$ cat src/rtl/controlador_pkg.sv
// -----------------------------------------------------------------------------
// controlador_pkg
// Shared types and defaults for the parking-gate controllers.
//   estado_t             : gate FSM states, binary encoded
//   PIN_DEFAULT          : the PIN that opens the gate
//   MAX_INTENTOS_DEFAULT : wrong PINs per vehicle before the wrong-PIN alarm
// -----------------------------------------------------------------------------
package controlador_pkg;

    typedef enum logic [2:0] {
        ESPERA  = 3'd0,
        PIN     = 3'd1,
        ALARMA  = 3'd2,
        ABIERTA = 3'd3,
        PASANDO = 3'd4,
        CIERRE  = 3'd5,
        BLOQUEO = 3'd6
    } estado_t;

    localparam logic [7:0] PIN_DEFAULT          = 8'h38;
    localparam int         MAX_INTENTOS_DEFAULT = 3;

endpackage : controlador_pkg

$ cat src/rtl/detector_flanco.sv
// -----------------------------------------------------------------------------
// detector_flanco
// Rising-edge detector built around one history flop.
//   clock : system clock, rising edge
//   reset : synchronous, active-high; clears the history flop
//   d     : level input
//   pulso : high in the cycle where d is 1 and was 0 at the previous edge
// The pulse is combinational from d so that the consumer can act on the
// edge in the same cycle the level first appears.
// -----------------------------------------------------------------------------
module detector_flanco (
    input  logic clock,
    input  logic reset,
    input  logic d,
    output logic pulso
);

    logic dQ;

    // NOTE: state flops use non-blocking assignment so every flop samples
    // pre-edge values and simulation matches the synthesized registers.
    always_ff @(posedge clock) begin
        if (reset) dQ <= 1'b0;
        else       dQ <= d;
    end

    assign pulso = d & ~dQ;

endmodule : detector_flanco

$ cat src/rtl/controlador_compuerta.sv
// -----------------------------------------------------------------------------
// controlador_compuerta
// Parking-entrance gate controller. Accepts a PIN on each rising edge of
// sEnter, opens the gate, closes it once the vehicle has passed, and raises
// alarms on repeated wrong PINs or on tailgating.
//   clock    : system clock, rising edge
//   reset    : synchronous, active-high
//   sEntrada : vehicle present at entrance sensor
//   sSalida  : vehicle present at gate-passage sensor
//   sEnter   : PIN submit button (rising edge is the event)
//   sCode    : PIN value, sampled in the sEnter edge cycle
//   sAbrir   : gate open command
//   sCerrar  : gate close command (1-cycle pulse, or held while blocked)
//   sBloq    : gate blocked
//   sAlmInc  : wrong-PIN alarm
//   sAlmBloq : tailgating alarm
// All outputs are flops decoded from the next state, so they change on the
// same edge as the state itself.
// -----------------------------------------------------------------------------
module controlador_compuerta
    import controlador_pkg::*;
#(
    parameter logic [7:0] PIN          = PIN_DEFAULT,
    parameter int         MAX_INTENTOS = MAX_INTENTOS_DEFAULT
) (
    input  logic       clock,
    input  logic       reset,
    input  logic       sEntrada,
    input  logic       sSalida,
    input  logic       sEnter,
    input  logic [7:0] sCode,
    output logic       sAbrir,
    output logic       sCerrar,
    output logic       sBloq,
    output logic       sAlmInc,
    output logic       sAlmBloq
);

    localparam int CNT_W = $clog2(MAX_INTENTOS + 1);
    localparam logic [CNT_W-1:0] CNT_MAX    = CNT_W'(MAX_INTENTOS);
    localparam logic [CNT_W-1:0] CNT_ULTIMO = CNT_W'(MAX_INTENTOS - 1);

    estado_t          estado, estadoNext;
    logic [CNT_W-1:0] intentos, intentosNext;
    logic             enterEv, ok, bad, cuentaFallos;

    detector_flanco uFlanco (
        .clock (clock),
        .reset (reset),
        .d     (sEnter),
        .pulso (enterEv)
    );

    assign ok  = enterEv & (sCode == PIN);
    assign bad = enterEv & (sCode != PIN);

    // The PIN parameter shadows the imported state literal of the same name,
    // so the state is always referenced through the package scope here.
    assign cuentaFallos = (estado == controlador_pkg::PIN) ||
                          (estado == ALARMA) || (estado == BLOQUEO);

    // NOTE: every signal written here gets a default first, so no path
    // through the case leaves it unassigned and no latch is inferred.
    always_comb begin
        estadoNext   = estado;
        intentosNext = intentos;

        case (estado)
            ESPERA: begin
                // A PIN edge arriving together with the vehicle is dropped.
                if (sEntrada) estadoNext = controlador_pkg::PIN;
            end
            controlador_pkg::PIN: begin
                if (ok)                                estadoNext = ABIERTA;
                else if (bad && intentos == CNT_ULTIMO) estadoNext = ALARMA;
                else if (!sEntrada && !enterEv)        estadoNext = ESPERA;
            end
            ALARMA: begin
                if (ok) estadoNext = ABIERTA;
            end
            ABIERTA: begin
                if (sEntrada && sSalida)       estadoNext = BLOQUEO;
                else if (!sEntrada && sSalida) estadoNext = PASANDO;
            end
            PASANDO: begin
                if (sEntrada && sSalida)        estadoNext = BLOQUEO;
                else if (!sEntrada && !sSalida) estadoNext = CIERRE;
            end
            CIERRE: begin
                estadoNext = ESPERA;
            end
            BLOQUEO: begin
                if (ok) estadoNext = ABIERTA;
            end
            default: begin
                estadoNext = ESPERA;
            end
        endcase

        if (ok || estadoNext == ESPERA)
            intentosNext = '0;
        else if (bad && cuentaFallos && intentos != CNT_MAX)
            intentosNext = intentos + 1'b1;
    end

    always_ff @(posedge clock) begin
        if (reset) begin
            estado   <= ESPERA;
            intentos <= '0;
            sAbrir   <= 1'b0;
            sCerrar  <= 1'b0;
            sBloq    <= 1'b0;
            sAlmInc  <= 1'b0;
            sAlmBloq <= 1'b0;
        end else begin
            estado   <= estadoNext;
            intentos <= intentosNext;
            sAbrir   <= (estadoNext == ABIERTA) || (estadoNext == PASANDO);
            sCerrar  <= (estadoNext == CIERRE)  || (estadoNext == BLOQUEO);
            sBloq    <= (estadoNext == BLOQUEO);
            sAlmBloq <= (estadoNext == BLOQUEO);
            // While blocked, the wrong-PIN alarm tracks the saturated count.
            sAlmInc  <= (estadoNext == ALARMA) ||
                        ((estadoNext == BLOQUEO) && (intentosNext == CNT_MAX));
        end
    end

endmodule : controlador_compuerta

$ cat config.mk
export PLATFORM = sky130hd
export DESIGN_NAME = controlador_compuerta
export DESIGN_NICKNAME = d
export VERILOG_FILES = /design/src/rtl/controlador_pkg.sv /design/src/rtl/detector_flanco.sv /design/src/rtl/controlador_compuerta.sv
export SDC_FILE = /design/constraint.sdc
export NUM_CORES = 1
export LEC_CHECK = 0
export ABC_AREA = 1
export BUFFER_PORTS_ARGS = -buffer_cell sky130_fd_sc_hd__buf_2
export CELL_PAD_IN_SITES_DETAIL_PLACEMENT = 0
export CELL_PAD_IN_SITES_GLOBAL_PLACEMENT = 1
export CORE_UTILIZATION = 33
export DETAILED_ROUTE_END_ITERATION = 10
export GPL_ROUTABILITY_DRIVEN = 0
export PLACE_DENSITY = 0.75
export SKIP_CTS_REPAIR_TIMING = 1
export SLEW_MARGIN = 40
export SYNTH_ARGS = -nofsm -noshare
export SYNTH_HDL_FRONTEND = slang
export SYNTH_HIERARCHICAL = 1
export SYNTH_SLANG_ARGS = --single-unit
export TNS_END_PERCENT = 30
$ cat constraint.sdc
create_clock -name clock -period 1.3 [get_ports clock]
set_input_delay 0.195 -clock clock [delete_from_list [all_inputs] [get_ports clock]]
set_output_delay 0.195 -clock clock [all_outputs]
set_load 0.05 [all_outputs]
==> reports/results.ini, run 1 <==
[cells_and_area]
diodes=0
final_net_count=149
drive_above_1_share=0.481
final_cells=161
multi_input_area_sq_um=505
num-fill-cells=242
regArea_sq_um=204
area_growth_pct=29.2

[clock_network]
clk_latency_ns=0.26
clk_pin_slew_ns=0.07
cts_buffers=3
cts.path.max_buffers=2
cts-root-buf=clkbuf_4
cts.sinks=10
cts_tree=done
h-tree-depth=1

[worst_hold_path]
hp-class=in -> reg

[floorplanning]
core-area_sq_um=2190
start_util=0.348
rows=17
dieArea_sq_um=2510
io_pins=18
die_height_um=50.1
die_w_um=50.1

[sta]
finalSetupViolCount=2
fmax_mhz=757
finalCriticalPeriod_ns=1.32
worst_slack_ns=-0.0207
final-hold-violation-count=0
hold_slack_ns=0.174
slew_headroom=0.835
rsz0062_at_grt=yes
skew_ns=0.000947
worstMarginPinSlew_ns=0.249
period_share=1.02
finalMaxSlewViolations=0

[drt]
avgRoutedWirePerCell_um=9.39
avgViaCountPerCell=4.42
num_vias=711
wirelength_um=1510
drtAntennaViolNets=0
drc_errors=0
dr.first_iter.drc_count=6
firstDrtPassIters=4

[placed_design]
placed_cells=157
dpl.hpwl_um=1220
port_buffers=17

[power]
p_comb_frac=0.202
vdd_drop_max_mv=0.438
p_sw_uw=207
sequentialPowerShare=0.424
power-per-cell-area_nw_per_um2=764
total_power_uw=752
clock_power_share=0.374
netSwitchingFraction=0.276
p_leak_nw=0.500
p_int_uw=545

[setup_path]
regToRegSetupSlack_ns=-0.02
endpoint_kind=flop
worst_ep_required_time_ns=1.46
start_kind=flop
cp.arrival_ns=1.48
crit_family=simple AND/OR/NAND/NOR gates
crit_buf_inv=2
crit_path_top_delay_cell=dfxtp_2
crit_path_max_incr_delay_ns=0.33
cp_max_fo=3
cp_common_cell=nor2_1
crit_type=reg -> reg
crit_chain=inv_2 > nor2_4 > nand2_2 > nand2_2 > inv_4 > nor2_4 > nand3_1 > nand3_2 > nor2_1 > nor2_1 > nor2_1

[logic_synthesis]
synth_flop_cell=dfxtp_1
synth.distinct_cells=26
ys_top_cells_by_area=dfxtp_1, nand2_1, nor2_4
ys_seq_area_frac=0.263
muxShareOfSynthArea=0
synth_area_per_cell_sq_um=7.12
synth_compound_area_frac=0.0920
synth_top_family_by_area=simple AND/OR/NAND/NOR gates
synth_top_area_frac=0.263
ys_seq_elements=10
syn_nets=122
yosys_warnings=6
synth_simple_gate_area_frac=0.506
yosys.area_share.adder=0.0328
netlist_instances=107
syn-cell-area_sq_um=762
synth-xor-area-share=0
synth_edf_count=0
async_flop_share=0
synth_top_area_cell=dfxtp_1

[flow_run]
maxCapViolations=0

[global_route]
grt_pass1_wl_um=2600
grt_antenna_before_repair=0
grt_max_degree=7
grt.total_usage=0.136
grt_pass1_vias=669
overflow=0

[status]
status=complete, but fails checks
violations=negative setup slack

==> stage by stage <==
stage               utilization  instance area, sq um  setup WS, ns  setup TNS, ns
CTS                       0.437                   958       -0.0976         -0.293
detailed placement        0.421                   922       -0.0819         -0.181
finish                    0.449                   985       -0.0207        -0.0246
global placement          0.421                   922       -0.0601         -0.124
global route              0.449                   985        -0.152         -0.548
floorplan                     -                   764        0.0918              0
==> per-layer routing <==
layer | track usage | vias up | share of wire
met4 | 0.0810 | 0 | 0.015
met2 | 0.222 | 9 | 0.51
met3 | 0.0309 | 4 | 0.021
met5 | 0 | - | 0
li1 | - | 382 | -
met1 | 0.159 | 316 | 0.45
==> logic make-up (layout without fill, tap and decap cells) <==
logic type	count (synthesis)	count (layout)
buffers and inverters	20	46
AO/OA/AOI/OAI	7	7
AND/OR/NAND/NOR	68	68
flip-flops	10	10
adder cells (fa/ha/maj)	2	2
==> worst paths after layout <==
kind | start | endpoint | depth (start not counted)
setup / recovery | estado[0] | sAlmInc | 11
hold / removal | reset | estado[1] | 2
setup reg to reg | estado[0] | sAlmInc | 11
hold reg to reg | intentos[0] | intentos[0] | 4
==> power by group through the flow <==
| stage | combinational, mW | clock [mW] | sequential, mW |
|---|---|---|---|
| global route | 0.169 | 0.302 | 0.319 |
| CTS | 0.145 | 0.293 | 0.317 |
| finish | 0.152 | 0.281 | 0.319 |
| detailed placement | 0.143 | 0 | 0.324 |
| global placement | 0.141 | 0 | 0.324 |
| floorplan | 0.104 | 0 | 0.324 |
==> cell type report <==
class / instances / area share
Tap cell: 28 / 0.0356
Inverter: 19 / 0.0750
Clock buffer: 4 / 0.0368
Timing Repair Buffer: 23 / 0.132
Multi-Input combinational cell: 77 / 0.513
Sequential cell: 10 / 0.207
==> cell usage after synthesis, drive strengths merged, types with 2 or more instances <==
cell / number
nor2: 26
a21oi: 2
nand3b: 2
inv: 19
ha: 2
nand2: 30
dfxtp: 10
o21ai: 3
nand3: 7
==> placed cells by master, fill, tap and decap left out, types with 2 or more instances in the layout <==
master    synthesis  routed
buf_2             0      17
dfxtp_1          10       7
inv_2             1       3
nand3_2           1       2
ha_1              2       2
nand3_1           5       4
inv_1            17      15
dfxtp_2           0       3
nand2_2           7      10
nor2_4            7       8
clkbuf_4          0       3
nand2_1          23      20
nor2_1           16      15
buf_4             1       6
nor2_2            3       3
==> registers in the layout, indices dropped and copies added, names as in the netlist <==
register    flops
sAlmBloq        1
estado          3
sCerrar         1
intentos        2
sAbrir          1
uFlanco/dQ      1
sAlmInc         1
Power figures use the tool's default switching activity.
==> run 2, diff against run 1 <==
==> constraint.sdc (replaced) <==
create_clock -name clock -period 1.3 [get_ports clock]
set_input_delay 0.065 -clock clock [delete_from_list [all_inputs] [get_ports clock]]
set_output_delay 0.065 -clock clock [all_outputs]
set_load 0.05 [all_outputs]
==> run 2 against run 1 <==
Net effect: the flow still finishes with violations (negative setup slack); sequential share of layout area grew 0.84 points; critical path depth decreased by 2; design area is 3.3% lower; die area is the same; register-to-register slack about the same; clock skew rose by 0.0038 ns; largest cell class unchanged; highest routed layer is now met3.
==> reports/results.ini, run 2 (same netlist as run 1, synthesis figures left out) <==
[setup_path]
endpoint_kind=flop
cp.arrival_ns=1.48
crit_type=reg -> reg
start_kind=flop
worst_ep_required_time_ns=1.45
cp_max_fo=3

[cells_and_area]
area_growth_pct=25.0
layout_common_cells=nand2_1, buf_2, inv_1
regMostFlops=estado
final_common_cell=nand2_1
final_cells=158
finalCoreUtilization=0.435
largest_reg_flops=3
drive_above_1_share=0.446
final_net_count=147
top_regs=estado: 3 flops, intentos: 2 flops
diodes=0

[clock_network]
cts_tree=done
clk_pin_slew_ns=0.06
cts-root-buf=clkbuf_4
clk_latency_ns=0.25
cts_buffers=3
cts.path.max_buffers=2
h-tree-depth=1
cts.sinks=10

[floorplanning]
core-area_sq_um=2190
start_util=0.348
io_pins=18
rows=17
die_height_um=50.1
dieArea_sq_um=2510
die_w_um=50.1

[drt]
drc_errors=0
drtAntennaViolNets=0
dr.first_iter.drc_count=8
avgViaCountPerCell=4.31
firstDrtPassIters=4
num_vias=681
avgRoutedWirePerCell_um=8.87
wirelength_um=1400

[placed_design]
dpl.hpwl_um=1170
dp_slack_ns=-0.0274
placed_cells=153
port_buffers=17

[global_route]
top_usage_layer=met2
grt_max_degree=8
grt_antenna_before_repair=0
grt.total_usage=0.126
grt_pass1_wl_um=2490
globalRouteMet3Util=0.0278
overflow=0
grt_pass1_vias=613
met2_usage=0.224
grt_use_met1=0.157

[power]
vdd_drop_max_mv=0.602
netSwitchingFraction=0.279
p_leak_nw=0.486
power-per-cell-area_nw_per_um2=709
p_sw_uw=188
p_comb_frac=0.235
p_int_uw=487
clock_power_share=0.293
sequentialPowerShare=0.472
total_power_uw=675

[sta]
setup-tns-final_ns=-0.0558
finalCriticalPeriod_ns=1.32
finalSetupViolCount=3
final-hold-violation-count=0
period_share=1.02
finalMaxSlewViolations=0
worst_slack_ns=-0.0218
fmax_mhz=757
worstMarginPinSlew_ns=0.246
skew_ns=0.00477
rsz0062_at_grt=yes
slew_headroom=0.837

[status]
violations=negative setup slack
status=complete, but fails checks

[worst_hold_path]
hp-class=in -> reg

[flow_run]
maxCapViolations=0

run 2: worst paths after layout:
check        slack, ns  cells past startpoint           to   startpoint
max              -0.02                      9  intentos[0]  intentos[0]
min               0.05                      2    estado[1]        reset
max reg2reg      -0.02                      9  intentos[0]  intentos[0]
min reg2reg       0.59                      4  intentos[1]  intentos[1]
run 2: worst max-delay path: stages, from the launching register on:
cell and delay (ns):
dfxtp_2 0.33, inv_1 0.09, ha_1 0.16, nand3_1 0.11
nand2_1 0.15, nand2_1 0.08, nor2_2 0.10, nand4_1 0.08
nand2_1 0.09, nor2_1 0.04
run 2: power groups by stage:
stage	combinational [mW]	clock [mW]	sequential (mW)
5_1_grt	0.177	0.227	0.320
6_report	0.158	0.198	0.319
2_1_floorplan	0.104	0	0.324
3_3_place_gp	0.140	0	0.324
4_1_cts	0.143	0.208	0.317
3_5_place_dp	0.143	0	0.324
run 2: final cells by class:
class / count / area, sq um
clock buffers: 3 / 22.5
flip-flops and latches: 10 / 205
inverters: 19 / 73.8
repair buffers: 21 / 115
multi-input cells: 77 / 500
fillers: 229 / 1240
well taps: 28 / 35.0
run 2: metrics by stage:
| step | area [sq um] | hold WS (ns) |
|---|---|---|
| after detailed placement | 892 | 0.313 |
| after CTS | 915 | 0.0435 |
| after global placement | 892 | 0.305 |
| after global routing | 952 | 0.0478 |
| final | 952 | 0.0535 |
| after floorplan | 764 | 0.129 |
run 2: layer usage:
layer	wire length, um	share of wire
met5	0	0
met4	0	0
met3	33	0.024
met2	696	0.50
met1	671	0.48
